[src/rtl/rr_decode_arbiter.sv]
// Four-requester round-robin arbiter with hold limit and enabled 2-to-4 grant decode; request-to-grant latency 1 edge.
// No backpressure: requests are level-sensitive, and a release always leaves one all-low turnaround cycle.
module rr_decode_arbiter #(
    parameter int MAX_HOLD = 4
) (
    input  logic       CLK,
    input  logic       RST,
    input  logic       EN,
    input  logic       REQ0,
    input  logic       REQ1,
    input  logic       REQ2,
    input  logic       REQ3,
    output logic       GNT0,
    output logic       GNT1,
    output logic       GNT2,
    output logic       GNT3,
    output logic [1:0] GNT_ID,
    output logic       GNT_VALID
);

    localparam logic [0:0] ST_IDLE  = 1'b0;
    localparam logic [0:0] ST_GRANT = 1'b1;
    localparam logic [7:0] HOLD_LIM = 8'(MAX_HOLD);

    logic [0:0] state_q, state_d;
    logic [1:0] ptr_q, ptr_d;
    logic [7:0] hcnt_q, hcnt_d;
    logic [1:0] gnt_id_q, gnt_id_d;
    logic       gnt_vld_q, gnt_vld_d;

    logic [3:0] req_vec;
    logic       pick_vld;
    logic [1:0] pick_id;
    logic [1:0] scan_idx;
    logic       release_now;

    assign req_vec = {REQ3, REQ2, REQ1, REQ0};

    // Search starts at the priority pointer and wraps, so the last winner is tried last.
    always_comb begin
        pick_vld = 1'b0;
        pick_id  = ptr_q;
        scan_idx = ptr_q;
        for (int k = 0; k < 4; k++) begin
            scan_idx = ptr_q + 2'(k);
            if (!pick_vld && req_vec[scan_idx]) begin
                pick_vld = 1'b1;
                pick_id  = scan_idx;
            end
        end
    end

    assign release_now = !req_vec[gnt_id_q] || !EN || (hcnt_q == HOLD_LIM);

    always_comb begin
        state_d   = state_q;
        ptr_d     = ptr_q;
        hcnt_d    = hcnt_q;
        gnt_id_d  = gnt_id_q;
        gnt_vld_d = gnt_vld_q;
        case (state_q)
            ST_IDLE: begin
                if (EN && pick_vld) begin
                    gnt_id_d  = pick_id;
                    gnt_vld_d = 1'b1;
                    hcnt_d    = 8'd1;
                    state_d   = ST_GRANT;
                end
            end
            ST_GRANT: begin
                // GNT_ID deliberately keeps its last value through the idle gap.
                if (release_now) begin
                    gnt_vld_d = 1'b0;
                    ptr_d     = gnt_id_q + 2'd1;
                    hcnt_d    = 8'd0;
                    state_d   = ST_IDLE;
                end else begin
                    hcnt_d    = hcnt_q + 8'd1;
                end
            end
            default: begin
                gnt_vld_d = 1'b0;
                hcnt_d    = 8'd0;
                state_d   = ST_IDLE;
            end
        endcase
    end

    always_ff @(posedge CLK) begin
        if (RST) begin
            state_q   <= ST_IDLE;
            ptr_q     <= 2'd0;
            hcnt_q    <= 8'd0;
            gnt_id_q  <= 2'd0;
            gnt_vld_q <= 1'b0;
        end else begin
            state_q   <= state_d;
            ptr_q     <= ptr_d;
            hcnt_q    <= hcnt_d;
            gnt_id_q  <= gnt_id_d;
            gnt_vld_q <= gnt_vld_d;
        end
    end

    assign GNT0      = gnt_vld_q & (gnt_id_q == 2'd0);
    assign GNT1      = gnt_vld_q & (gnt_id_q == 2'd1);
    assign GNT2      = gnt_vld_q & (gnt_id_q == 2'd2);
    assign GNT3      = gnt_vld_q & (gnt_id_q == 2'd3);
    assign GNT_ID    = gnt_id_q;
    assign GNT_VALID = gnt_vld_q;

endmodule

[config.mk]
export PLATFORM = sky130hd
export DESIGN_NAME = rr_decode_arbiter
export DESIGN_NICKNAME = d
export VERILOG_FILES = /design/src/rtl/rr_decode_arbiter.sv
export SDC_FILE = /design/constraint.sdc
export NUM_CORES = 1
export LEC_CHECK = 0
export BUFFER_PORTS_ARGS = -buffer_cell sky130_fd_sc_hd__buf_4
export CAP_MARGIN = 40
export CORE_MARGIN = 5
export CORE_UTILIZATION = 57
export CTS_BUF_LIST = sky130_fd_sc_hd__clkbuf_8
export DETAILED_ROUTE_END_ITERATION = 7
export HOLD_SLACK_MARGIN = 0.08
export PLACE_DENSITY = 0.85
export SYNTH_ARGS = -nofsm -noshare
export SYNTH_HDL_FRONTEND = slang
export SYNTH_SLANG_ARGS = --single-unit
export TNS_END_PERCENT = 20
[constraint.sdc]
create_clock -name CLK -period 2 [get_ports CLK]
set_input_delay 0.4 -clock CLK [delete_from_list [all_inputs] [get_ports CLK]]
set_output_delay 0.4 -clock CLK [all_outputs]
set_load 0.05 [all_outputs]
==> impl_metrics.xml, run 1 <==
<?xml version="1.0" encoding="UTF-8"?>
<metrics>
  <group name="run_status">
    <metric name="outcome" unit="">complete, no violations</metric>
  </group>
  <group name="layout">
    <metric name="layout_common_cells" unit="">sky130_fd_sc_hd__dfxtp_1, sky130_fd_sc_hd__buf_4, sky130_fd_sc_hd__inv_1</metric>
    <metric name="antenna_cells_inserted" unit="">0</metric>
    <metric name="drive_above_1_share" unit="%">20.2</metric>
    <metric name="synthToLayoutAreaGrowth" unit="%">18.0</metric>
    <metric name="nNetsFinal" unit="">129</metric>
  </group>
  <group name="setup_path">
    <metric name="critical_path_required" unit="ns">2.12</metric>
    <metric name="worst-endpoint-arrival" unit="ns">2.02</metric>
    <metric name="critical_path.startpoint_type" unit="">flip-flop</metric>
    <metric name="setup.worst_path.end_class" unit="">flip-flop</metric>
    <metric name="critPathLaunch" unit="">hcnt_q[0]</metric>
    <metric name="path_class" unit="">reg -&gt; reg</metric>
    <metric name="path_max_fanout" unit="">9</metric>
    <metric name="rr_startpoint" unit="">hcnt_q[0]</metric>
  </group>
  <group name="power_and_ir_drop">
    <metric name="power_density" unit="nW/um^2">661</metric>
    <metric name="ir_drop" unit="mV">0.457</metric>
    <metric name="total_leakage_power" unit="nW">0.399</metric>
  </group>
  <group name="sta">
    <metric name="hold-worst-slack" unit="ns">0.429</metric>
    <metric name="worst_clock_skew" unit="ns">0.00307</metric>
    <metric name="setup_viol" unit="">0</metric>
    <metric name="period_minus_slack" unit="ns">1.90</metric>
    <metric name="post-route-period-util" unit="%">95.1</metric>
    <metric name="worst-slew-pin-transition" unit="ns">0.505</metric>
    <metric name="grt_setup_unrepaired" unit="">false</metric>
    <metric name="setup-tns-final" unit="ns">0</metric>
    <metric name="timing.max_slew.rel_slack" unit="%">66.1</metric>
    <metric name="timing.fmax" unit="MHz">526</metric>
    <metric name="final-hold-violation-count" unit="">0</metric>
    <metric name="slew_viol_final" unit="">0</metric>
  </group>
  <group name="floorplan">
    <metric name="die_height" unit="um">49.3</metric>
    <metric name="die_area" unit="um^2">2430</metric>
    <metric name="placementRows" unit="">14</metric>
    <metric name="initial_core_util" unit="%">59.2</metric>
    <metric name="placeableCoreArea" unit="um^2">1490</metric>
    <metric name="die_w" unit="um">49.3</metric>
    <metric name="top_level_port_count" unit="">14</metric>
  </group>
  <group name="cts">
    <metric name="cts_buffers" unit="">3</metric>
    <metric name="cts.repair_timing.setup_buffer_count" unit="">0</metric>
    <metric name="cts.htree.levels" unit="">1</metric>
    <metric name="holdBufCountCts" unit="">0</metric>
    <metric name="ctsResizeCount" unit="">0</metric>
    <metric name="tritoncts" unit="">built</metric>
    <metric name="cts_max_path_buffers" unit="">2</metric>
    <metric name="clk_transition_reported_paths" unit="ns">0.06</metric>
    <metric name="clock_latency" unit="ns">0.24</metric>
    <metric name="clk_root_buffer_cell" unit="">sky130_fd_sc_hd__clkbuf_8</metric>
    <metric name="clock_sinks" unit="">14</metric>
  </group>
  <group name="synth">
    <metric name="synth-main-ff-cell" unit="">sky130_fd_sc_hd__dfxtp_1</metric>
    <metric name="syn-num-nets" unit="">113</metric>
    <metric name="synth-seq-area-share" unit="%">31.8</metric>
    <metric name="yosysTopAreaCellShare" unit="%">31.8</metric>
    <metric name="mappedNetlistArea" unit="um^2">881</metric>
    <metric name="synth.avg_cell_area" unit="um^2">8.81</metric>
    <metric name="yosysTopAreaCell" unit="">sky130_fd_sc_hd__dfxtp_1</metric>
    <metric name="ys_top_cells_by_area" unit="">sky130_fd_sc_hd__dfxtp_1, sky130_fd_sc_hd__ha_1, sky130_fd_sc_hd__nand2b_1</metric>
    <metric name="synth-warning-count" unit="">0</metric>
    <metric name="async_reset_ff_share" unit="%">0</metric>
    <metric name="postSynthCellCount" unit="">100</metric>
    <metric name="synth-edff-count" unit="">0</metric>
    <metric name="synth.ff_latch_count" unit="">14</metric>
    <metric name="synth_cell_type_count" unit="">36</metric>
  </group>
  <group name="detailed_routing">
    <metric name="detailed_route_wire_length" unit="um">1970</metric>
    <metric name="drtAntennaViolNets" unit="">0</metric>
    <metric name="drt-initial-drc-count" unit="">41</metric>
    <metric name="via_count" unit="">792</metric>
    <metric name="dr_drc_count" unit="">0</metric>
    <metric name="post_drt_wl_per_cell" unit="um">15.1</metric>
    <metric name="firstDrtPassIters" unit="">4</metric>
    <metric name="average_vias_per_placed_instance" unit="">6.09</metric>
  </group>
  <group name="global_routing">
    <metric name="grt_util_all_layers" unit="%">16.7</metric>
    <metric name="global_route_wire_length_before_repair" unit="um">3310</metric>
    <metric name="grt_remaining_overflow" unit="">0</metric>
    <metric name="via_count_of_the_first_global_routing_pass" unit="">732</metric>
    <metric name="maximum_number_of_pins_on_one_net_before_global_route_repair" unit="">15</metric>
    <metric name="initial_antenna_violation_count" unit="">0</metric>
  </group>
  <group name="placed_design">
    <metric name="hpwlAfterDp" unit="um">1420</metric>
    <metric name="total_of_buffers_placed_on_input_and_output_ports" unit="">13</metric>
    <metric name="gp_routability_congestion" unit="">0.824</metric>
  </group>
  <group name="worst_hold_path">
    <metric name="worstHoldStart" unit="">RST</metric>
    <metric name="worstHoldPathType" unit="">in -&gt; reg</metric>
  </group>
  <group name="run">
    <metric name="timing.max_cap.violations" unit="">0</metric>
  </group>
</metrics>
registers in the layout (all words and copies together), names as in the netlist:
name,flops
GNT_ID,2
GNT_VALID,1
hcnt_q,8
ptr_q,2
state_q,1
final cells by class:
cell class	count	area, um^2
Inverter	7	26.3
Tap cell	16	20.0
Fill cell	119	449
Sequential cell	14	280
Timing Repair Buffer	14	105
Clock buffer	3	41.3
Multi-Input combinational cell	76	567
worst paths after layout:
path | end | slack (ns) | depth (start not counted)
max | hcnt_q[2] | 0.1 | 6
min | GNT_ID[0] | 0.43 | 2
max reg2reg | hcnt_q[2] | 0.1 | 6
min reg2reg | hcnt_q[7] | 0.50 | 2
metal layers:
layer	routed length, um	GRT usage (%)
met5	0	0
met4	7	4.04
met3	99	3.36
met2	952	28.1
met1	909	21.5
synth_stat cells (2+ instances only):
cell / instances
sky130_fd_sc_hd__nand3_1: 4
sky130_fd_sc_hd__a21oi_1: 3
sky130_fd_sc_hd__dfxtp_1: 14
sky130_fd_sc_hd__mux2i_1: 2
sky130_fd_sc_hd__nor2b_1: 4
sky130_fd_sc_hd__o21bai_1: 2
sky130_fd_sc_hd__ha_1: 6
sky130_fd_sc_hd__nor2_1: 6
sky130_fd_sc_hd__inv_1: 7
sky130_fd_sc_hd__o21ai_0: 6
sky130_fd_sc_hd__nor4_1: 2
sky130_fd_sc_hd__clkbuf_1: 2
sky130_fd_sc_hd__xor2_1: 3
sky130_fd_sc_hd__a31oi_1: 3
sky130_fd_sc_hd__and2_1: 4
sky130_fd_sc_hd__nand2_1: 5
sky130_fd_sc_hd__nand2b_1: 5
sky130_fd_sc_hd__nor3_1: 4
metrics by stage:
stage / setup slack, ns / cells / instance area, um^2 / utilization, % / power [mW]
detailed placement: 0.0350 / 127 / 987 / 66.3 / 0.463
floorplan: 0.0824 / 100 / 881 / - / 0.420
global route: 0.0318 / 130 / 1040 / 69.8 / 0.722
global placement: 0.130 / 127 / 987 / 66.3 / 0.458
CTS: 0.00561 / 130 / 1030 / 69.1 / 0.685
finish: 0.0976 / 130 / 1040 / 69.8 / 0.687
report_power, final:
part / switching, mW / internal, mW / leakage, nW
registers: 0.0193 / 0.292 / 0.114
logic: 0.0926 / 0.0583 / 0.264
clock network: 0.0918 / 0.133 / 0.0216
total: 0.204 / 0.483 / 0.399
kinds of logic (layout without fill, tap and decap cells):
kind of cell	after synthesis	after routing	share of synthesized area [%]
DFF	14	14	31.8
buffers and inverters	10	24	5.11
AOI/OAI and AO/OA	25	25	20.6
adders and majority gates	6	6	8.52
and+or+nand+nor	38	38	25.1
muxes	3	3	4.83
xor gates and xnor gates	4	4	3.98
worst max-delay path, stage by stage (launching register included):
cell and delay (ns):
sky130_fd_sc_hd__dfxtp_1 0.33, sky130_fd_sc_hd__inv_1 0.08, sky130_fd_sc_hd__ha_1 0.15, sky130_fd_sc_hd__or4b_1 0.47, sky130_fd_sc_hd__o311a_4 0.45, sky130_fd_sc_hd__a31oi_1 0.20, sky130_fd_sc_hd__mux2i_1 0.10
Power figures use the tool's default switching activity.
==> inputs of run 2 (changes only) <==
--- a/config.mk
+++ b/config.mk
@@ -5,14 +5,15 @@
 export SDC_FILE = /design/constraint.sdc
 export NUM_CORES = 1
 export LEC_CHECK = 0
+export ABC_AREA = 1
 export BUFFER_PORTS_ARGS = -buffer_cell sky130_fd_sc_hd__buf_4
 export CAP_MARGIN = 40
 export CORE_MARGIN = 5
-export CORE_UTILIZATION = 57
+export CORE_UTILIZATION = 59
 export CTS_BUF_LIST = sky130_fd_sc_hd__clkbuf_8
 export DETAILED_ROUTE_END_ITERATION = 7
 export HOLD_SLACK_MARGIN = 0.08
-export PLACE_DENSITY = 0.85
+export PLACE_DENSITY = 0.86
 export SYNTH_ARGS = -nofsm -noshare
 export SYNTH_HDL_FRONTEND = slang
 export SYNTH_SLANG_ARGS = --single-unit
==> impl_metrics.xml, run 2 <==
<?xml version="1.0" encoding="UTF-8"?>
<metrics>
  <group name="layout">
    <metric name="largest_register_ffs" unit="">8</metric>
    <metric name="max_flop_register" unit="">hcnt_q</metric>
    <metric name="final_common_cell" unit="">sky130_fd_sc_hd__nand2_1</metric>
    <metric name="fillCellCount" unit="">161</metric>
    <metric name="antenna_cells_inserted" unit="">0</metric>
    <metric name="layout_common_cells" unit="">sky130_fd_sc_hd__nand2_1, sky130_fd_sc_hd__inv_1, sky130_fd_sc_hd__nand3_1</metric>
    <metric name="nNetsFinal" unit="">207</metric>
    <metric name="drive_above_1_share" unit="%">17.2</metric>
    <metric name="final_core_utilization" unit="%">72.4</metric>
    <metric name="synthToLayoutAreaGrowth" unit="%">13.8</metric>
  </group>
  <group name="sta">
    <metric name="setup-tns-final" unit="ns">0</metric>
    <metric name="grt_setup_unrepaired" unit="">false</metric>
    <metric name="final-hold-violation-count" unit="">0</metric>
    <metric name="slew_viol_final" unit="">0</metric>
    <metric name="setup_ws" unit="ns">0.239</metric>
    <metric name="setup_viol" unit="">0</metric>
    <metric name="timing.fmax" unit="MHz">568</metric>
    <metric name="period_minus_slack" unit="ns">1.76</metric>
    <metric name="post-route-period-util" unit="%">88.1</metric>
    <metric name="worst-slew-pin-transition" unit="ns">0.306</metric>
    <metric name="hold-worst-slack" unit="ns">0.406</metric>
    <metric name="timing.max_slew.rel_slack" unit="%">79.5</metric>
    <metric name="worst_clock_skew" unit="ns">0.00395</metric>
  </group>
  <group name="cts">
    <metric name="clock_latency" unit="ns">0.24</metric>
    <metric name="ctsResizeCount" unit="">0</metric>
    <metric name="clock_sinks" unit="">14</metric>
    <metric name="cts_max_path_buffers" unit="">2</metric>
    <metric name="cts_buffers" unit="">3</metric>
    <metric name="cts.htree.levels" unit="">1</metric>
    <metric name="cts.repair_timing.setup_buffer_count" unit="">0</metric>
    <metric name="clk_root_buffer_cell" unit="">sky130_fd_sc_hd__clkbuf_8</metric>
    <metric name="tritoncts" unit="">built</metric>
    <metric name="clk_transition_reported_paths" unit="ns">0.06</metric>
    <metric name="holdBufCountCts" unit="">0</metric>
  </group>
  <group name="run_status">
    <metric name="outcome" unit="">complete, no violations</metric>
  </group>
  <group name="floorplan">
    <metric name="die_w" unit="um">53.6</metric>
    <metric name="placementRows" unit="">15</metric>
    <metric name="die_height" unit="um">53.6</metric>
    <metric name="placeableCoreArea" unit="um^2">1760</metric>
    <metric name="die_area" unit="um^2">2870</metric>
    <metric name="initial_core_util" unit="%">63.6</metric>
    <metric name="top_level_port_count" unit="">14</metric>
  </group>
  <group name="power_and_ir_drop">
    <metric name="ir_drop" unit="mV">0.646</metric>
    <metric name="power_density" unit="nW/um^2">745</metric>
    <metric name="design_power_total" unit="mW">0.952</metric>
    <metric name="total_leakage_power" unit="nW">0.650</metric>
  </group>
  <group name="synth">
    <metric name="yosysTopAreaCellShare" unit="%">25.0</metric>
    <metric name="synth-seq-area-share" unit="%">25.0</metric>
    <metric name="postSynthCellCount" unit="">178</metric>
    <metric name="syn-num-nets" unit="">191</metric>
    <metric name="synth-warning-count" unit="">0</metric>
    <metric name="synth_cell_type_count" unit="">25</metric>
    <metric name="mappedNetlistArea" unit="um^2">1120</metric>
    <metric name="async_reset_ff_share" unit="%">0</metric>
    <metric name="yosysTopAreaCell" unit="">sky130_fd_sc_hd__dfxtp_1</metric>
    <metric name="post-synth-top-count-cell" unit="">sky130_fd_sc_hd__nand2_1</metric>
    <metric name="synth.cells.most_frequent" unit="">sky130_fd_sc_hd__nand2_1, sky130_fd_sc_hd__inv_1, sky130_fd_sc_hd__nand3_1, sky130_fd_sc_hd__dfxtp_1, sky130_fd_sc_hd__a21oi_1</metric>
    <metric name="synth.avg_cell_area" unit="um^2">6.31</metric>
    <metric name="synth-main-ff-cell" unit="">sky130_fd_sc_hd__dfxtp_1</metric>
    <metric name="synth-edff-count" unit="">0</metric>
    <metric name="synth.ff_latch_count" unit="">14</metric>
    <metric name="ys_top_cells_by_area" unit="">sky130_fd_sc_hd__dfxtp_1, sky130_fd_sc_hd__nand2_1, sky130_fd_sc_hd__nand3_1</metric>
  </group>
  <group name="run">
    <metric name="timing.max_cap.violations" unit="">0</metric>
  </group>
  <group name="detailed_routing">
    <metric name="drtAntennaViolNets" unit="">0</metric>
    <metric name="drt-initial-drc-count" unit="">20</metric>
    <metric name="average_vias_per_placed_instance" unit="">5.14</metric>
    <metric name="detailed_route_wire_length" unit="um">2480</metric>
    <metric name="via_count" unit="">1116</metric>
    <metric name="post_drt_wl_per_cell" unit="um">11.4</metric>
    <metric name="dr_drc_count" unit="">0</metric>
    <metric name="firstDrtPassIters" unit="">4</metric>
  </group>
  <group name="setup_path">
    <metric name="crit-reg2reg-capture" unit="">hcnt_q[5]</metric>
    <metric name="worst-r2r-setup-slack" unit="ns">0.33</metric>
    <metric name="path_class" unit="">reg -&gt; out</metric>
    <metric name="cpLargestDelayFamily" unit="">flip-flops</metric>
    <metric name="reg2reg_depth" unit="">10</metric>
    <metric name="critical_path.most_common_cell" unit="">sky130_fd_sc_hd__inv_1</metric>
    <metric name="path_max_fanout" unit="">9</metric>
    <metric name="timing.critical_path.to" unit="">GNT0</metric>
    <metric name="critical_path_required" unit="ns">1.60</metric>
    <metric name="rr_startpoint" unit="">ptr_q[1]</metric>
    <metric name="setup.worst_path.end_class" unit="">output port</metric>
    <metric name="critical_path.max_stage_delay" unit="ns">0.49</metric>
    <metric name="critical_path.startpoint_type" unit="">flip-flop</metric>
    <metric name="slowest_library_cell_on_the_worst_path" unit="">sky130_fd_sc_hd__dfxtp_1</metric>
    <metric name="critical_path_depth" unit="">5</metric>
    <metric name="critical_path.cell_chain" unit="">inv_1 &gt; ha_1 &gt; nand2_1 &gt; inv_1 &gt; buf_4</metric>
    <metric name="critPathLaunch" unit="">GNT_ID[0]</metric>
    <metric name="worst-endpoint-arrival" unit="ns">1.36</metric>
    <metric name="path_buf_inv" unit="">3</metric>
  </group>
  <group name="global_routing">
    <metric name="grt_remaining_overflow" unit="">0</metric>
    <metric name="grt_util_all_layers" unit="%">20.2</metric>
    <metric name="global_route_wire_length_before_repair" unit="um">4350</metric>
    <metric name="grt_util_met2" unit="%">34.7</metric>
    <metric name="grt.busiest_layer" unit="">met2</metric>
    <metric name="maximum_number_of_pins_on_one_net_before_global_route_repair" unit="">14</metric>
    <metric name="initial_antenna_violation_count" unit="">0</metric>
    <metric name="gr-usage-met3" unit="%">4.99</metric>
    <metric name="via_count_of_the_first_global_routing_pass" unit="">1022</metric>
    <metric name="global_route.usage.met1" unit="%">25.9</metric>
  </group>
  <group name="placed_design">
    <metric name="hpwlAfterDp" unit="um">1980</metric>
    <metric name="detailedPlace.worstSlack" unit="ns">0.322</metric>
    <metric name="total_of_buffers_placed_on_input_and_output_ports" unit="">13</metric>
    <metric name="gp_routability_congestion" unit="">0.867</metric>
  </group>
  <group name="worst_hold_path">
    <metric name="worstHoldPathType" unit="">in -&gt; reg</metric>
  </group>
</metrics>
==> run 2: changes by cell type after synthesis, sizes merged, moves of 5 or more <==
cell and delta:
a21oi +11, nand2 +64, nand3 +15, inv +20, nand2b -5
==> run 2: per-layer routing <==
metal	vias to the layer above	part of all wire, %
met4	0	0
li1	598	-
met2	21	47
met1	497	49
met3	0	4.1
met5	-	0
==> run 2: cell type report <==
| class | count | area (um^2) | share of cell area [%] |
|---|---|---|---|
| multi-input combinational | 134 | 718 | 56.2 |
| sequential | 14 | 280 | 21.9 |
| timing repair buffer | 14 | 105 | 8.23 |
| inverter | 27 | 101 | 7.93 |
| clock buffer | 3 | 41.3 | 3.23 |
| tap | 25 | 31.3 | 2.45 |
==> run 2: worst min-delay path by stage <==
| stage | end | start | slack, ns | cells after the start |
|---|---|---|---|---|
| 2_1_floorplan | hcnt_q[6] | hcnt_q[6] | 0.45 | 2 |
| 3_3_place_gp | hcnt_q[3] | hcnt_q[3] | 0.47 | 2 |
| 3_5_place_dp | hcnt_q[6] | hcnt_q[6] | 0.47 | 2 |
| 4_1_cts | hcnt_q[4] | RST | 0.40 | 2 |
| 5_1_grt | hcnt_q[0] | RST | 0.41 | 2 |
| 6_report | hcnt_q[4] | RST | 0.41 | 2 |
==> run 2: kinds of logic (layout without fill, tap and decap cells) <==
group	count (synthesis)	count (layout)	synth area share (%)
buffers and inverters	30	44	11.0
DFF	14	14	25.0
AOI/OAI and AO/OA	24	24	12.0
xor gates and xnor gates	2	2	1.56
and+or+nand+nor	102	102	43.7
adders and majority gates	6	6	6.69
==> run 2: power by group <==
part | internal [mW] | total, mW | switching [mW]
Sequential | 0.300 | 0.334 | 0.0338
Combinational | 0.129 | 0.396 | 0.267
Clock | 0.133 | 0.222 | 0.0893
==> run 2: stage by stage <==
step           std cells  cell area (um^2)
6_report             217              1280
5_1_grt              217              1280
3_5_place_dp         214              1240
3_3_place_gp         214              1240
2_1_floorplan        178              1120
4_1_cts              217              1280
==> inputs of run 3 (changes only) <==
--- a/config.mk
+++ b/config.mk
@@ -14,6 +14,8 @@
 export DETAILED_ROUTE_END_ITERATION = 7
 export HOLD_SLACK_MARGIN = 0.08
 export PLACE_DENSITY = 0.86
+export SETUP_SLACK_MARGIN = 0.5
+export SLEW_MARGIN = 20
 export SYNTH_ARGS = -nofsm -noshare
 export SYNTH_HDL_FRONTEND = slang
 export SYNTH_SLANG_ARGS = --single-unit
==> impl_metrics.xml, run 3 (same netlist as run 2, synthesis figures left out) <==
<?xml version="1.0" encoding="UTF-8"?>
<metrics>
  <group name="setup_path">
    <metric name="worst-endpoint-arrival" unit="ns">2.00</metric>
    <metric name="path_class" unit="">reg -&gt; reg</metric>
    <metric name="path_max_fanout" unit="">4</metric>
    <metric name="path_buf_inv" unit="">0</metric>
    <metric name="critical_path.cell_chain" unit="">nand3_1 &gt; nor2_2 &gt; nand2_1 &gt; nor3_1 &gt; xor2_1 &gt; nand2_1 &gt; a21oi_1</metric>
    <metric name="critical_path.most_common_cell" unit="">sky130_fd_sc_hd__nand2_1</metric>
    <metric name="cpLargestDelayFamily" unit="">simple AND/OR/NAND/NOR gates</metric>
    <metric name="setup.worst_path.end_class" unit="">flip-flop</metric>
    <metric name="critical_path_required" unit="ns">2.18</metric>
    <metric name="critical_path.startpoint_type" unit="">flip-flop</metric>
    <metric name="slowest_library_cell_on_the_worst_path" unit="">sky130_fd_sc_hd__dfxtp_1</metric>
    <metric name="critical_path.max_stage_delay" unit="ns">0.40</metric>
  </group>
  <group name="placed_design">
    <metric name="cell_area_placed" unit="um^2">1240</metric>
    <metric name="gp_routability_congestion" unit="">0.920</metric>
    <metric name="total_of_buffers_placed_on_input_and_output_ports" unit="">13</metric>
    <metric name="hpwlAfterDp" unit="um">1910</metric>
  </group>
  <group name="sta">
    <metric name="timing.fmax" unit="MHz">548</metric>
    <metric name="setup-tns-final" unit="ns">0</metric>
    <metric name="timing.max_slew.rel_slack" unit="%">75.5</metric>
    <metric name="post-route-period-util" unit="%">91.3</metric>
    <metric name="worst_clock_skew" unit="ns">0.00177</metric>
    <metric name="worst-slew-pin-transition" unit="ns">0.367</metric>
    <metric name="slew_viol_final" unit="">0</metric>
    <metric name="period_minus_slack" unit="ns">1.83</metric>
    <metric name="final-hold-violation-count" unit="">0</metric>
    <metric name="grt_setup_unrepaired" unit="">true</metric>
    <metric name="setup_viol" unit="">0</metric>
  </group>
  <group name="cts">
    <metric name="cts.htree.levels" unit="">1</metric>
    <metric name="cts_max_path_buffers" unit="">2</metric>
    <metric name="clock_latency" unit="ns">0.25</metric>
    <metric name="clk_root_buffer_cell" unit="">sky130_fd_sc_hd__clkbuf_8</metric>
    <metric name="cts_buffers" unit="">3</metric>
    <metric name="clock_sinks" unit="">14</metric>
    <metric name="tritoncts" unit="">built</metric>
    <metric name="holdBufCountCts" unit="">0</metric>
    <metric name="clk_transition_reported_paths" unit="ns">0.06</metric>
  </group>
  <group name="power_and_ir_drop">
    <metric name="switchingPower" unit="mW">0.545</metric>
    <metric name="power_density" unit="nW/um^2">784</metric>
    <metric name="total_leakage_power" unit="nW">0.774</metric>
    <metric name="cell_internal_pwr" unit="mW">0.697</metric>
    <metric name="comb_power_share" unit="%">48.8</metric>
    <metric name="power_frac_seq" unit="%">28.1</metric>
    <metric name="clkPwrFrac" unit="%">23.1</metric>
    <metric name="ir_drop" unit="mV">0.614</metric>
    <metric name="power.share.switching" unit="%">43.9</metric>
  </group>
  <group name="global_routing">
    <metric name="grt_util_all_layers" unit="%">27.1</metric>
    <metric name="via_count_of_the_first_global_routing_pass" unit="">1291</metric>
    <metric name="maximum_number_of_pins_on_one_net_before_global_route_repair" unit="">14</metric>
    <metric name="initial_antenna_violation_count" unit="">0</metric>
    <metric name="global_route_wire_length_before_repair" unit="um">5680</metric>
    <metric name="grt_remaining_overflow" unit="">0</metric>
  </group>
  <group name="detailed_routing">
    <metric name="via_count" unit="">1566</metric>
    <metric name="drtAntennaViolNets" unit="">0</metric>
    <metric name="post_drt_wl_per_cell" unit="um">21.9</metric>
    <metric name="dr_drc_count" unit="">0</metric>
    <metric name="drt-initial-drc-count" unit="">153</metric>
    <metric name="firstDrtPassIters" unit="">8</metric>
    <metric name="detailed_route_wire_length" unit="um">4990</metric>
    <metric name="average_vias_per_placed_instance" unit="">6.87</metric>
  </group>
  <group name="floorplan">
    <metric name="top_level_port_count" unit="">14</metric>
    <metric name="die_w" unit="um">53.6</metric>
    <metric name="placementRows" unit="">15</metric>
    <metric name="die_height" unit="um">53.6</metric>
    <metric name="placeableCoreArea" unit="um^2">1760</metric>
    <metric name="die_area" unit="um^2">2870</metric>
    <metric name="initial_core_util" unit="%">63.6</metric>
  </group>
  <group name="run">
    <metric name="timing.max_cap.violations" unit="">0</metric>
  </group>
  <group name="layout">
    <metric name="antenna_cells_inserted" unit="">0</metric>
    <metric name="max_flop_register" unit="">hcnt_q</metric>
    <metric name="drive_above_1_share" unit="%">41.4</metric>
    <metric name="layout_common_cells" unit="">sky130_fd_sc_hd__nand2_1, sky130_fd_sc_hd__inv_1, sky130_fd_sc_hd__buf_4</metric>
    <metric name="final_core_utilization" unit="%">89.8</metric>
    <metric name="final_common_cell" unit="">sky130_fd_sc_hd__nand2_1</metric>
    <metric name="largest_register_ffs" unit="">8</metric>
    <metric name="stdcell_area" unit="um^2">1580</metric>
    <metric name="fillCellCount" unit="">83</metric>
    <metric name="nNetsFinal" unit="">217</metric>
    <metric name="synthToLayoutAreaGrowth" unit="%">41.1</metric>
  </group>
  <group name="worst_hold_path">
    <metric name="worstHoldPathType" unit="">in -&gt; reg</metric>
  </group>
  <group name="run_status">
    <metric name="outcome" unit="">complete, no violations</metric>
  </group>
</metrics>
run 3: final cells by class:
class,instances,area [um^2],share of cell area [%]
Timing Repair Buffer,24,223,14.1
Multi-Input combinational cell,134,862,54.4
Tap cell,25,31.3,1.97
Clock buffer,4,55.1,3.48
Sequential cell,14,298,18.8
Inverter,27,115,7.27
run 3: final timing paths:
path | slack (ns) | depth (start not counted) | from | endpoint
max | 0.17 | 7 | hcnt_q[1] | hcnt_q[7]
min | 0.41 | 2 | RST | hcnt_q[2]
max reg2reg | 0.17 | 7 | hcnt_q[1] | hcnt_q[7]
min reg2reg | 0.52 | 2 | hcnt_q[6] | hcnt_q[6]
run 3: per-stage QoR:
stage                     total power [mW]  hold slack (ns)  cells  worst slack (ns)
after detailed placement             0.731            0.475    214             0.372
after CTS                             1.10            0.390    227             0.491
after global placement               0.726            0.474    214             0.392
after global routing                  1.29            0.411    228             0.128
final                                 1.24            0.406    228             0.174
after floorplan                      0.647            0.453    178             0.505
run 3: routing by layer:
layer,wire (um),GRT usage [%],part of all wire [%],vias to the layer above
met5,0,0,0,-
met4,463,14.5,9.3,0
met3,721,5.54,14,63
met2,2170,44.3,43,192
met1,1640,33.2,33,693
li1,-,-,-,618
run 3: worst register-to-register path, delay by kind of cell (launching register included):
kind             cells  cell delay, ns
AO/OA/AOI/OAI        1            0.17
XOR/XNOR             1            0.18
flip-flops           1            0.40
AND/OR/NAND/NOR      5            1.01
run 3: timing repair:
item                                    4_1_cts  5_1_grt
gates resized for setup                      36       32
endpoints found under the setup margin       12       17
buffers inserted                              9        1
endpoints found under the hold margin         0        0
pin swaps                                    15       21
gates cloned                                  0        0
run 3: power groups by stage:
| stage | Sequential (mW) | Clock (mW) | Combinational [mW] |
|---|---|---|---|
| after floorplan | 0.367 | 0 | 0.280 |
| after global placement | 0.339 | 0 | 0.387 |
| after detailed placement | 0.342 | 0 | 0.389 |
| after CTS | 0.339 | 0.278 | 0.485 |
| after global routing | 0.348 | 0.293 | 0.644 |
| final | 0.349 | 0.287 | 0.606 |
